File: src/rtl/mult_div_unit_pkg.sv
// Op codes, FSM states and op decode for the HI/LO multiply/divide engine.
// MULT_DIV_ACC_EN adds MADD/MADDU/MSUB/MSUBU and widens op to 4 bits.
package mult_div_unit_pkg;

    localparam int MD_DATA_WIDTH = 32;

`ifdef MULT_DIV_ACC_EN
    localparam int OP_W = 4;
`else
    localparam int OP_W = 3;
`endif

    typedef logic [OP_W-1:0] md_op_t;

    localparam md_op_t MD_MULT  = md_op_t'(0);
    localparam md_op_t MD_MULTU = md_op_t'(1);
    localparam md_op_t MD_DIV   = md_op_t'(2);
    localparam md_op_t MD_DIVU  = md_op_t'(3);
    localparam md_op_t MD_MTHI  = md_op_t'(4);
    localparam md_op_t MD_MTLO  = md_op_t'(5);
`ifdef MULT_DIV_ACC_EN
    localparam md_op_t MD_MADD  = md_op_t'(6);
    localparam md_op_t MD_MADDU = md_op_t'(7);
    localparam md_op_t MD_MSUB  = md_op_t'(8);
    localparam md_op_t MD_MSUBU = md_op_t'(9);
`endif

    localparam logic [1:0] S_IDLE = 2'd0;
    localparam logic [1:0] S_RUN  = 2'd1;
    localparam logic [1:0] S_FIN  = 2'd2;

    typedef struct packed {
        logic go;
        logic sgn;
        logic dv;
`ifdef MULT_DIV_ACC_EN
        logic ac;
        logic sub;
`endif
    } md_dec_t;

    function automatic md_dec_t md_decode(input md_op_t op);
        md_dec_t d;
        d = '0;
        d.go = 1'b1;
        case (op)
            MD_MULT:  d.sgn = 1'b1;
            MD_MULTU: d.go = 1'b1;
            MD_DIV:   begin d.sgn = 1'b1; d.dv = 1'b1; end
            MD_DIVU:  d.dv = 1'b1;
`ifdef MULT_DIV_ACC_EN
            MD_MADD:  begin d.sgn = 1'b1; d.ac = 1'b1; end
            MD_MADDU: d.ac = 1'b1;
            MD_MSUB:  begin d.sgn = 1'b1; d.ac = 1'b1; d.sub = 1'b1; end
            MD_MSUBU: begin d.ac = 1'b1; d.sub = 1'b1; end
`endif
            default:  d.go = 1'b0;
        endcase
        return d;
    endfunction

endpackage

File: src/rtl/mult_div_unit_if.sv
// Request/response bundle between the pipeline and the mult/div engine.
// Op width follows MULT_DIV_ACC_EN through the package.
interface mult_div_unit_if
    import mult_div_unit_pkg::*;
#(
    parameter int DW = MD_DATA_WIDTH
) ();
    logic          start;
    md_op_t        op;
    logic [DW-1:0] rs_data;
    logic [DW-1:0] rt_data;
    logic          busy;
    logic          done;
    logic [DW-1:0] hi;
    logic [DW-1:0] lo;

    modport master (
        output start, op, rs_data, rt_data,
        input  busy, done, hi, lo
    );

    modport slave (
        input  start, op, rs_data, rt_data,
        output busy, done, hi, lo
    );
endinterface

File: src/rtl/mult_div_unit_md_iter_core.sv
// One combinational iteration: radix-2 shift-add or restoring subtract.
// Multiply keeps the product in {acc, opnd}; divide shifts quotient into opnd.
module md_iter_core #(
    parameter int W = 32
) (
    input  logic         div_i,
    input  logic [W-1:0] acc_i,
    input  logic [W-1:0] opnd_i,
    input  logic [W-1:0] b_i,
    output logic [W-1:0] acc_o,
    output logic [W-1:0] opnd_o
);
    logic [W:0]   sum;
    logic [W:0]   psel;
    logic [W:0]   shl;
    logic [W-1:0] diff;
    logic         q_bit;

    assign sum   = {1'b0, acc_i} + {1'b0, b_i};
    assign psel  = opnd_i[0] ? sum : {1'b0, acc_i};
    assign shl   = {acc_i, opnd_i[W-1]};
    assign diff  = shl[W-1:0] - b_i;
    assign q_bit = (shl >= {1'b0, b_i});

    always_comb begin
        if (div_i) begin
            acc_o  = q_bit ? diff : shl[W-1:0];
            opnd_o = {opnd_i[W-2:0], q_bit};
        end else begin
            acc_o  = psel[W:1];
            opnd_o = {psel[0], opnd_i[W-1:1]};
        end
    end
endmodule

File: src/rtl/mult_div_unit.sv
// Multi-cycle MULT/MULTU/DIV/DIVU engine owning HI/LO.
// MULT_DIV_ACC_EN enables MADD/MADDU/MSUB/MSUBU accumulation into {hi,lo}.
module mult_div_unit
    import mult_div_unit_pkg::*;
#(
    parameter int                    DATA_WIDTH = MD_DATA_WIDTH,
    parameter logic [DATA_WIDTH-1:0] DIV0_LO    = '1
) (
    input logic            clock,
    input logic            reset_n,
    mult_div_unit_if.slave md
);
    localparam int W     = DATA_WIDTH;
    localparam int CNT_W = $clog2(W) + 1;

    logic [1:0]       state_q, state_d;
    logic [CNT_W-1:0] cnt_q, cnt_d;
    logic [W-1:0]     acc_q, acc_d;
    logic [W-1:0]     opnd_q, opnd_d;
    logic [W-1:0]     b_q, b_d;
    logic [W-1:0]     hi_q, hi_d;
    logic [W-1:0]     lo_q, lo_d;
    logic             neg_q, neg_d;
    logic             sa_q, sa_d;
    logic             div_q, div_d;
    logic             dz_q, dz_d;
    logic             done_q, done_d;
`ifdef MULT_DIV_ACC_EN
    logic             mac_q, mac_d;
    logic             sub_q, sub_d;
    logic [2*W-1:0]   hl_acc;
`endif

    md_dec_t        dec;
    logic           sgn_a, sgn_b;
    logic [W-1:0]   abs_a, abs_b;
    logic [W-1:0]   it_acc, it_opnd;
    logic [W-1:0]   quo, rem;
    logic [2*W-1:0] prod;

    assign dec   = md_decode(md.op);
    assign sgn_a = dec.sgn & md.rs_data[W-1];
    assign sgn_b = dec.sgn & md.rt_data[W-1];
    assign abs_a = sgn_a ? -md.rs_data : md.rs_data;
    assign abs_b = sgn_b ? -md.rt_data : md.rt_data;

    // Remainder follows the dividend sign, quotient the sign product.
    assign prod = neg_q ? -{acc_q, opnd_q} : {acc_q, opnd_q};
    assign quo  = neg_q ? -opnd_q : opnd_q;
    assign rem  = sa_q ? -acc_q : acc_q;
`ifdef MULT_DIV_ACC_EN
    assign hl_acc = sub_q ? {hi_q, lo_q} - prod : {hi_q, lo_q} + prod;
`endif

    md_iter_core #(.W(W)) u_core (
        .div_i  (div_q),
        .acc_i  (acc_q),
        .opnd_i (opnd_q),
        .b_i    (b_q),
        .acc_o  (it_acc),
        .opnd_o (it_opnd)
    );

    always_comb begin
        state_d = state_q;
        cnt_d   = cnt_q;
        acc_d   = acc_q;
        opnd_d  = opnd_q;
        b_d     = b_q;
        neg_d   = neg_q;
        sa_d    = sa_q;
        div_d   = div_q;
        dz_d    = dz_q;
        hi_d    = hi_q;
        lo_d    = lo_q;
        done_d  = 1'b0;
`ifdef MULT_DIV_ACC_EN
        mac_d   = mac_q;
        sub_d   = sub_q;
`endif
        unique case (1'b1)
            state_q == S_IDLE: begin
                if (md.start && dec.go) begin
                    state_d = S_RUN;
                    cnt_d   = CNT_W'(W);
                    acc_d   = '0;
                    opnd_d  = abs_a;
                    b_d     = abs_b;
                    neg_d   = sgn_a ^ sgn_b;
                    sa_d    = sgn_a;
                    div_d   = dec.dv;
                    dz_d    = (md.rt_data == '0);
`ifdef MULT_DIV_ACC_EN
                    mac_d   = dec.ac;
                    sub_d   = dec.sub;
`endif
                end else if (md.start && md.op == MD_MTHI) begin
                    hi_d = md.rs_data;
                end else if (md.start && md.op == MD_MTLO) begin
                    lo_d = md.rs_data;
                end
            end
            state_q == S_RUN: begin
                acc_d  = it_acc;
                opnd_d = it_opnd;
                cnt_d  = cnt_q - CNT_W'(1);
                if (cnt_q == CNT_W'(1))
                    state_d = S_FIN;
            end
            state_q == S_FIN: begin
                done_d  = 1'b1;
                state_d = S_IDLE;
                if (div_q) begin
                    hi_d = rem;
                    lo_d = dz_q ? DIV0_LO : quo;
                end
`ifdef MULT_DIV_ACC_EN
                else if (mac_q) begin
                    {hi_d, lo_d} = hl_acc;
                end
`endif
                else begin
                    {hi_d, lo_d} = prod;
                end
            end
            default: state_d = S_IDLE;
        endcase
    end

    always_ff @(posedge clock or negedge reset_n) begin
        if (!reset_n) begin
            state_q <= S_IDLE;
            cnt_q   <= '0;
            acc_q   <= '0;
            opnd_q  <= '0;
            b_q     <= '0;
            hi_q    <= '0;
            lo_q    <= '0;
            neg_q   <= 1'b0;
            sa_q    <= 1'b0;
            div_q   <= 1'b0;
            dz_q    <= 1'b0;
            done_q  <= 1'b0;
`ifdef MULT_DIV_ACC_EN
            mac_q   <= 1'b0;
            sub_q   <= 1'b0;
`endif
        end else begin
            state_q <= state_d;
            cnt_q   <= cnt_d;
            acc_q   <= acc_d;
            opnd_q  <= opnd_d;
            b_q     <= b_d;
            hi_q    <= hi_d;
            lo_q    <= lo_d;
            neg_q   <= neg_d;
            sa_q    <= sa_d;
            div_q   <= div_d;
            dz_q    <= dz_d;
            done_q  <= done_d;
`ifdef MULT_DIV_ACC_EN
            mac_q   <= mac_d;
            sub_q   <= sub_d;
`endif
        end
    end

    assign md.busy = (state_q != S_IDLE);
    assign md.done = done_q;
    assign md.hi   = hi_q;
    assign md.lo   = lo_q;
endmodule

File: src/flat_wrapper.sv
// flat-port wrapper written by rule: the top's interface ports become plain ports
module mult_div_unit_flat import mult_div_unit_pkg::*;
#(
    parameter int                    DATA_WIDTH = MD_DATA_WIDTH,
    parameter logic [DATA_WIDTH-1:0] DIV0_LO    = '1
)
  (clock, reset_n, md_start, md_op, md_rs_data, md_rt_data, md_busy, md_done, md_hi, md_lo);
  mult_div_unit_if md_i ();
  input logic clock;
  input logic reset_n;
  input wire logic [$bits(md_i.start)-1:0] md_start;
  input wire logic [$bits(md_i.op)-1:0] md_op;
  input wire logic [$bits(md_i.rs_data)-1:0] md_rs_data;
  input wire logic [$bits(md_i.rt_data)-1:0] md_rt_data;
  output wire logic [$bits(md_i.busy)-1:0] md_busy;
  output wire logic [$bits(md_i.done)-1:0] md_done;
  output wire logic [$bits(md_i.hi)-1:0] md_hi;
  output wire logic [$bits(md_i.lo)-1:0] md_lo;
  assign md_i.start = md_start;
  assign md_i.op = md_op;
  assign md_i.rs_data = md_rs_data;
  assign md_i.rt_data = md_rt_data;
  assign md_busy = md_i.busy;
  assign md_done = md_i.done;
  assign md_hi = md_i.hi;
  assign md_lo = md_i.lo;
  mult_div_unit #(.DATA_WIDTH(DATA_WIDTH), .DIV0_LO(DIV0_LO)) u_core (.clock(clock), .reset_n(reset_n), .md(md_i));
endmodule
File: config.mk
export PLATFORM = sky130hd
export DESIGN_NAME = mult_div_unit_flat
export DESIGN_NICKNAME = d
export VERILOG_FILES = /design/src/rtl/mult_div_unit_pkg.sv /design/src/rtl/mult_div_unit_if.sv /design/src/rtl/mult_div_unit_md_iter_core.sv /design/src/rtl/mult_div_unit.sv /design/src/flat_wrapper.sv
export SDC_FILE = /design/constraint.sdc
export NUM_CORES = 1
export LEC_CHECK = 0
export CAP_MARGIN = 30
export CELL_PAD_IN_SITES_DETAIL_PLACEMENT = 1
export CELL_PAD_IN_SITES_GLOBAL_PLACEMENT = 2
export CORE_MARGIN = 3
export CORE_UTILIZATION = 38
export CTS_CLUSTER_DIAMETER = 150
export CTS_CLUSTER_SIZE = 14
export DETAILED_ROUTE_END_ITERATION = 12
export PLACE_DENSITY_LB_ADDON = 0.12
export SLEW_MARGIN = 20
export SYNTH_ARGS = -nofsm -noshare
export SYNTH_HDL_FRONTEND = slang
export SYNTH_SLANG_ARGS = --single-unit
File: constraint.sdc
create_clock -name clock -period 8 [get_ports clock]
set_input_delay 1.2 -clock clock [delete_from_list [all_inputs] [get_ports clock]]
set_output_delay 1.2 -clock clock [all_outputs]
set_load 0.01 [all_outputs]
# Word level (Yosys, flattened, before mapping)

Index checks and enable logic that the tools add are counted.

Register bits after elaboration: 173
Latch bits: 0
Bits in writable memories: 0
Bits in read-only memories: 0
Input port bits: 70
Word-level logic and storage cells: 87
Memories kept: 0

$add $sub $neg: 8
Multipliers: 0
Divide/modulo/power cells: 0
Order comparisons: 1
Equality and inequality tests: 14
Shifts and indexed selects: 0
Multiplexer cells: 32
Bitwise gates (word level): 3
Reductions and logical operators: 17

Operator list:

| cell                                                | number |
|---|---|
| 2-to-1 mux 32 bit                                   | 17 |
| one-hot mux 32 bit (2 select lines)                 | 4 |
| negation 32 bit                                     | 4 |
| 2-to-1 mux 64 bit                                   | 1 |
| negation 64 bit                                     | 1 |
| adder 32 x 32 -> 33 bit                             | 1 |
| >= comparator 33 x 32 -> 1 bit                      | 1 |
| 2-to-1 mux 33 bit                                   | 1 |
| logical NOT 32 bit                                  | 1 |
| subtractor 32 bit                                   | 1 |
| inequality test 2 bit, second input constant        | 6 |
| one-hot mux 6 bit (2 select lines)                  | 1 |
| equality test 3 x 2 -> 1 bit, second input constant | 2 |
| equality test 3 bit, second input constant          | 2 |
| equality test 6 x 1 -> 1 bit, second input constant | 1 |
| 2-to-1 mux 6 bit                                    | 1 |
| AND reduction 2 bit                                 | 3 |
| nonzero test 2 bit                                  | 3 |
| subtractor 6 x 1 -> 6 bit, second input constant    | 1 |
| 2-to-1 mux 1 bit                                    | 4 |
| 2-to-1 mux 2 bit                                    | 2 |
| one-hot mux 2 bit (2 select lines)                  | 1 |
| AND reduction 4 bit                                 | 1 |
| OR reduction 2 bit                                  | 2 |
| 10 further kinds                                    | 13 |

# Depth between registers and ports, before layout

Depth in word-level cells: 7
Depth in mapped cells: 15

# Cells and area by module

Synthesis repeated with hierarchy kept, for this count alone.

Cell total of the unflattened synthesis: 1947
Area, all modules: 15364.7 µm²

By module, submodules not included:

| module        | times used | cells each | area an instance (µm²) | seq. area each (µm²) |
|---|---|---|---|---|
| mult_div_unit | 1          | 1234       | 10466.3                | 4329.2 |
| md_iter_core  | 1          | 713        | 4898.4                 | 0.0 |

# Least setup slack after synthesis

Ideal clock, no wire load.

Path kind: reg-to-reg
From: reg u_core.opnd_q[31]
To: reg u_core.acc_q[28]
Arrival: 3.296 ns
Required time: 7.876 ns
Slack: 4.580 ns
Cell stages (with the launch flop): 16
Buffers on the path: 1
Clock period less this slack: 3.420 ns
Path through: dfrtp_1 > clkbuf_1 > inv_1 > ha_1 > inv_1 > fa_1 > a21o_1 > a311o_1 > o211ai_1 > o21ai_0 > a221oi_1 > o21ai_0 > a21o_1 > a21oi_1 > xnor2_1 > a211o_1

Longest elaborated chain between the ends: 4
Elaborated cells on any way between the ends: 5
Those cells by class: 1 x add/sub; 1 x order compare; 3 x mux

Ends and longest elaborated chain:

| element                                                             | line                                                               | text |
|---|---|---|
| start: declaration                                                  | mult_div_unit.sv:19                                                | `logic [W-1:0] opnd_q, opnd_d;` |
| start signal: assignment                                            | mult_div_unit.sv:152                                               | `opnd_q <= opnd_d;` |
| subtractor 32 bit or >= comparator 33 x 32 -> 1 bit (tied branches) | mult_div_unit_md_iter_core.sv:22, mult_div_unit_md_iter_core.sv:23 |  |
| 2-to-1 mux 32 bit (*)                                               | mult_div_unit_md_iter_core.sv:27                                   | `acc_o = q_bit ? diff : shl[W-1:0];` |
| 2-to-1 mux 32 bit (*)                                               | mult_div_unit_md_iter_core.sv:26                                   | `if (div_i) begin` |
| one-hot mux 32 bit (2 select lines) (*)                             | mult_div_unit.sv:81                                                | `unique case (1'b1)` |
| end signal: assignment                                              | mult_div_unit.sv:134                                               | `acc_q <= '0;` |
| end signal: assignment                                              | mult_div_unit.sv:151                                               | `acc_q <= acc_d;` |
| end: declaration                                                    | mult_div_unit.sv:18                                                | `logic [W-1:0] acc_q, acc_d;` |

Mark *: on every way between the ends. The rest lies on a longest branch, timed or not.
A chain may end at the register's enable or synchronous reset.

# Final worst setup path

From: reg u_core.acc_q[15]
To: reg u_core.acc_q[1]

Longest elaborated chain between the ends: 4

Ends and longest elaborated chain:

| element                             | line                             | text |
|---|---|---|
| >= comparator 33 x 32 -> 1 bit      | mult_div_unit_md_iter_core.sv:23 | `assign q_bit = (shl >= {1'b0, b_i});` |
| 2-to-1 mux 32 bit                   | mult_div_unit_md_iter_core.sv:27 |  |
| 2-to-1 mux 32 bit                   | mult_div_unit_md_iter_core.sv:26 |  |
| one-hot mux 32 bit (2 select lines) | mult_div_unit.sv:81              |  |

Every way passes these cells.

==> run_results.csv <==
group,metric,value,unit
global_route,antenna_found_initial,0,
power,peakVddDrop,227,uV
placement,numPortBuffers,135,
timing,hold_ws,484,ps
routing,post_drt_via_cell_ratio,5.87,
hold_path,hold_start,"u_core.cnt_q[5]",
floorplanning,rows,71,
finish,drive_above_1_share,4.49,%
clocking,ctsResizeCount,0,
synth,synth-edff-count,0,
global_route,overflow,0,
hold_path,hold_depth,1,
timing,setup_violations,0,
timing,slew_headroom,38.9,%
routing,wl_per_cell,21.7,um
global_route,grt_pass1_wl,84300,um
finish,syn2layout_area_growth,15.7,%
timing,rsz0062_at_grt,"false",
clocking,clk_pin_slew,70,ps
clocking,cts_max_level,4,
clocking,cts_setup_buffers,0,
finish,antennaDiodeCount,0,
global_route,grt_max_degree,83,
timing,max_freq,250,MHz
finish,post-route-util,44.9,%
synth,synth-main-ff-cell,"dfrtp_1",
timing,finalCriticalPeriod,4000,ps
synth,ys_ff_latch,173,
synth,synth_area_leaders,"dfrtp_1, o21ai_0, xnor2_1",
worst_setup_path,required,8310,ps
routing,drtAntennaViolNets,0,
floorplanning,coreArea,37900,sq um
clocking,hold_buffers,0,
routing,drt_wl_total,52700,um
placement,hpwl,39200,um
global_route,grt_util_all_layers,25.7,%
finish,num-nets-final,2045,
finish,final_cell_count_no_fill,2427,
clocking,cts_buffer_depth,2,
routing,drtPass1Iterations,5,
worst_setup_path,rr_startpoint,"u_core.acc_q[15]",
clocking,clkSinkCount,173,
synth,ys_seq_area_share,29.4,%
synth,avgSynthCellArea,7.94,sq um
worst_setup_path,crit_path_start_kind,"register",
floorplanning,start_util,38.9,%
floorplanning,die_w,203,um
worst_setup_path,worstReg2RegEnd,"u_core.acc_q[1]",
timing,slew_violations,0,
worst_setup_path,r2r_cells,12,
placement,gp_congestion,0.878,
worst_setup_path,crit_path_end_kind,"register",
synth,synth-warning-count,0,
floorplanning,dieArea,41200,sq um
finish,final_cell_mix,"nand2_1, o21ai_0, dfrtp_1, a21oi_1, clkdlybuf4s50_1",
worst_setup_path,r2r_setup_slack,4000,ps
worst_setup_path,worstPathArrival,4310,ps
finish,layout_commonest_cell,"nand2_1",
power,p_leak,6.90,nW
run_status,status,"completed",
global_route,grt_pass1_vias,14700,
timing,skew,15.3,ps
synth,syn-num-nets,1998,
timing,min_period_over_period,50.1,%
placement,post-place-cells,2393,
timing,worstMarginPinSlew,909,ps
synth,yosys.area.top_type,"dfrtp_1",
worst_setup_path,cp_max_fo,37,
floorplanning,fp.dieH,203,um
worst_setup_path,worstSetupPathType,"reg -> reg",
power,p_per_area,493,nW/um^2
synth,synth.top_cell.area_share,29.4,%
routing,drcViolationCount,0,
synth,syn-cell-area,14700,sq um
clocking,cts_tree,"yes",
hold_path,holdCritPathClass,"reg -> reg",
clocking,cts-root-buf,"clkbuf_16",
hold_path,holdPathEnd,"u_core.cnt_q[5]",
synth,synthDistinctLibCells,78,
clocking,cts_made_buffers,17,
power,finalPower,8.41,mW
routing,via_count,14200,
timing,final-hold-violation-count,0,
floorplanning,io_pins,136,
synth,syn_inst,1856,
clocking,worstSkewPairLatency,470,ps
synth,async_reset_ff_share,100,%
timing,fin_setup_tns,0,ps
job,cap_violations,0,
routing,drt_iter0_markers,776,
[critical path, cell delays in order (launching register included)]
cell and delay (ps):
dfrtp_1 640, ha_1 420, a21oi_1 270, o21ai_0 180, or2_2 300, a311o_1 360
nand3_1 110, a21oi_1 170, nor2_4 400, buf_4 460, inv_1 180, a21oi_1 200
o221ai_1 130
[logic make-up (layout without fill, tap and decap cells)]
family,Yosys count,count (layout),share of synthesized area (%)
compound gates,625,625,26.3
xor+xnor,167,167,9.92
fa+ha+maj,72,72,6.21
buf+inv,191,251,5.01
flops,173,173,29.4
mux,77,77,5.24
simple gates,551,551,17.9
[worst max-delay path by stage]
stage | endpoint | from | slack, ps
after floorplan | u_core.acc_q[28] | u_core.opnd_q[31] | 4580
after global placement | u_core.b_q[28] | md_rt_data[1] | 3710
after detailed placement | u_core.b_q[28] | md_rt_data[0] | 3630
after CTS | u_core.acc_q[24] | u_core.acc_q[13] | 4020
after global routing | u_core.acc_q[1] | u_core.acc_q[13] | 3640
final | u_core.acc_q[1] | u_core.acc_q[15] | 4000
[Yosys cell counts (all sizes together), types with 4 or more instances]
cell,n
xor2,65
nand3,39
a21boi,4
buf,19
and2,10
a211o,6
nor4,23
a22o,6
and3,15
o221ai,8
or3,17
o41ai,12
nor3,27
o21ai,213
o21a,6
nand2,224
o31ai,18
clkbuf,111
nand2b,18
dfrtp,173
nor2,103
a211oi,27
a21oi,139
a221oi,5
or2,8
inv,58
mux2i,76
a31oi,27
a2111oi,5
o2111ai,5
a21o,38
nand4,13
nor2b,28
ha,70
a221o,10
a32o,5
o21bai,7
o22ai,32
or4,12
o211ai,33
xnor2,102
[through the flow]
| step | area, sq um | setup WS (ps) |
|---|---|---|
| 2_1_floorplan | 14700 | 4580 |
| 5_1_grt | 17000 | 3640 |
| 6_report | 17000 | 4000 |
| 3_5_place_dp | 16400 | 3630 |
| 4_1_cts | 17000 | 4020 |
| 3_3_place_gp | 16400 | 3710 |
[routing by layer]
| metal | vias to the layer above | share of wire [%] | track usage (%) |
|---|---|---|---|
| li1 | 6811 | - | - |
| met2 | 269 | 49 | 44.1 |
| met1 | 7108 | 46 | 34.4 |
| met5 | - | 0 | 0 |
| met3 | 51 | 3.5 | 3.09 |
| met4 | 0 | 2.0 | 6.81 |
[report_power, final]
group | switching, mW | internal (mW)
logic | 3.21 | 2.38
registers | 0.639 | 1.31
clock network | 0.404 | 0.471
[final cells by class]
| type | count | area [sq um] |
|---|---|---|
| Sequential cell | 173 | 4330 |
| Multi-Input combinational cell | 1492 | 9710 |
| Inverter | 61 | 229 |
| Clock inverter | 12 | 138 |
| Tap cell | 511 | 639 |
| Clock buffer | 20 | 447 |
| Fill cell | 4602 | 20900 |
| Timing Repair Buffer | 158 | 1550 |
[flip-flops by register name (all words and copies together), names as in the netlist, 2 cells and up]
name and flops:
u_core.acc_q 32, u_core.b_q 32, u_core.md.hi 32, u_core.md.lo 32
u_core.opnd_q 32, u_core.cnt_q 6, u_core.state_q 2
Note: power is estimated with default switching activity, not from simulation.
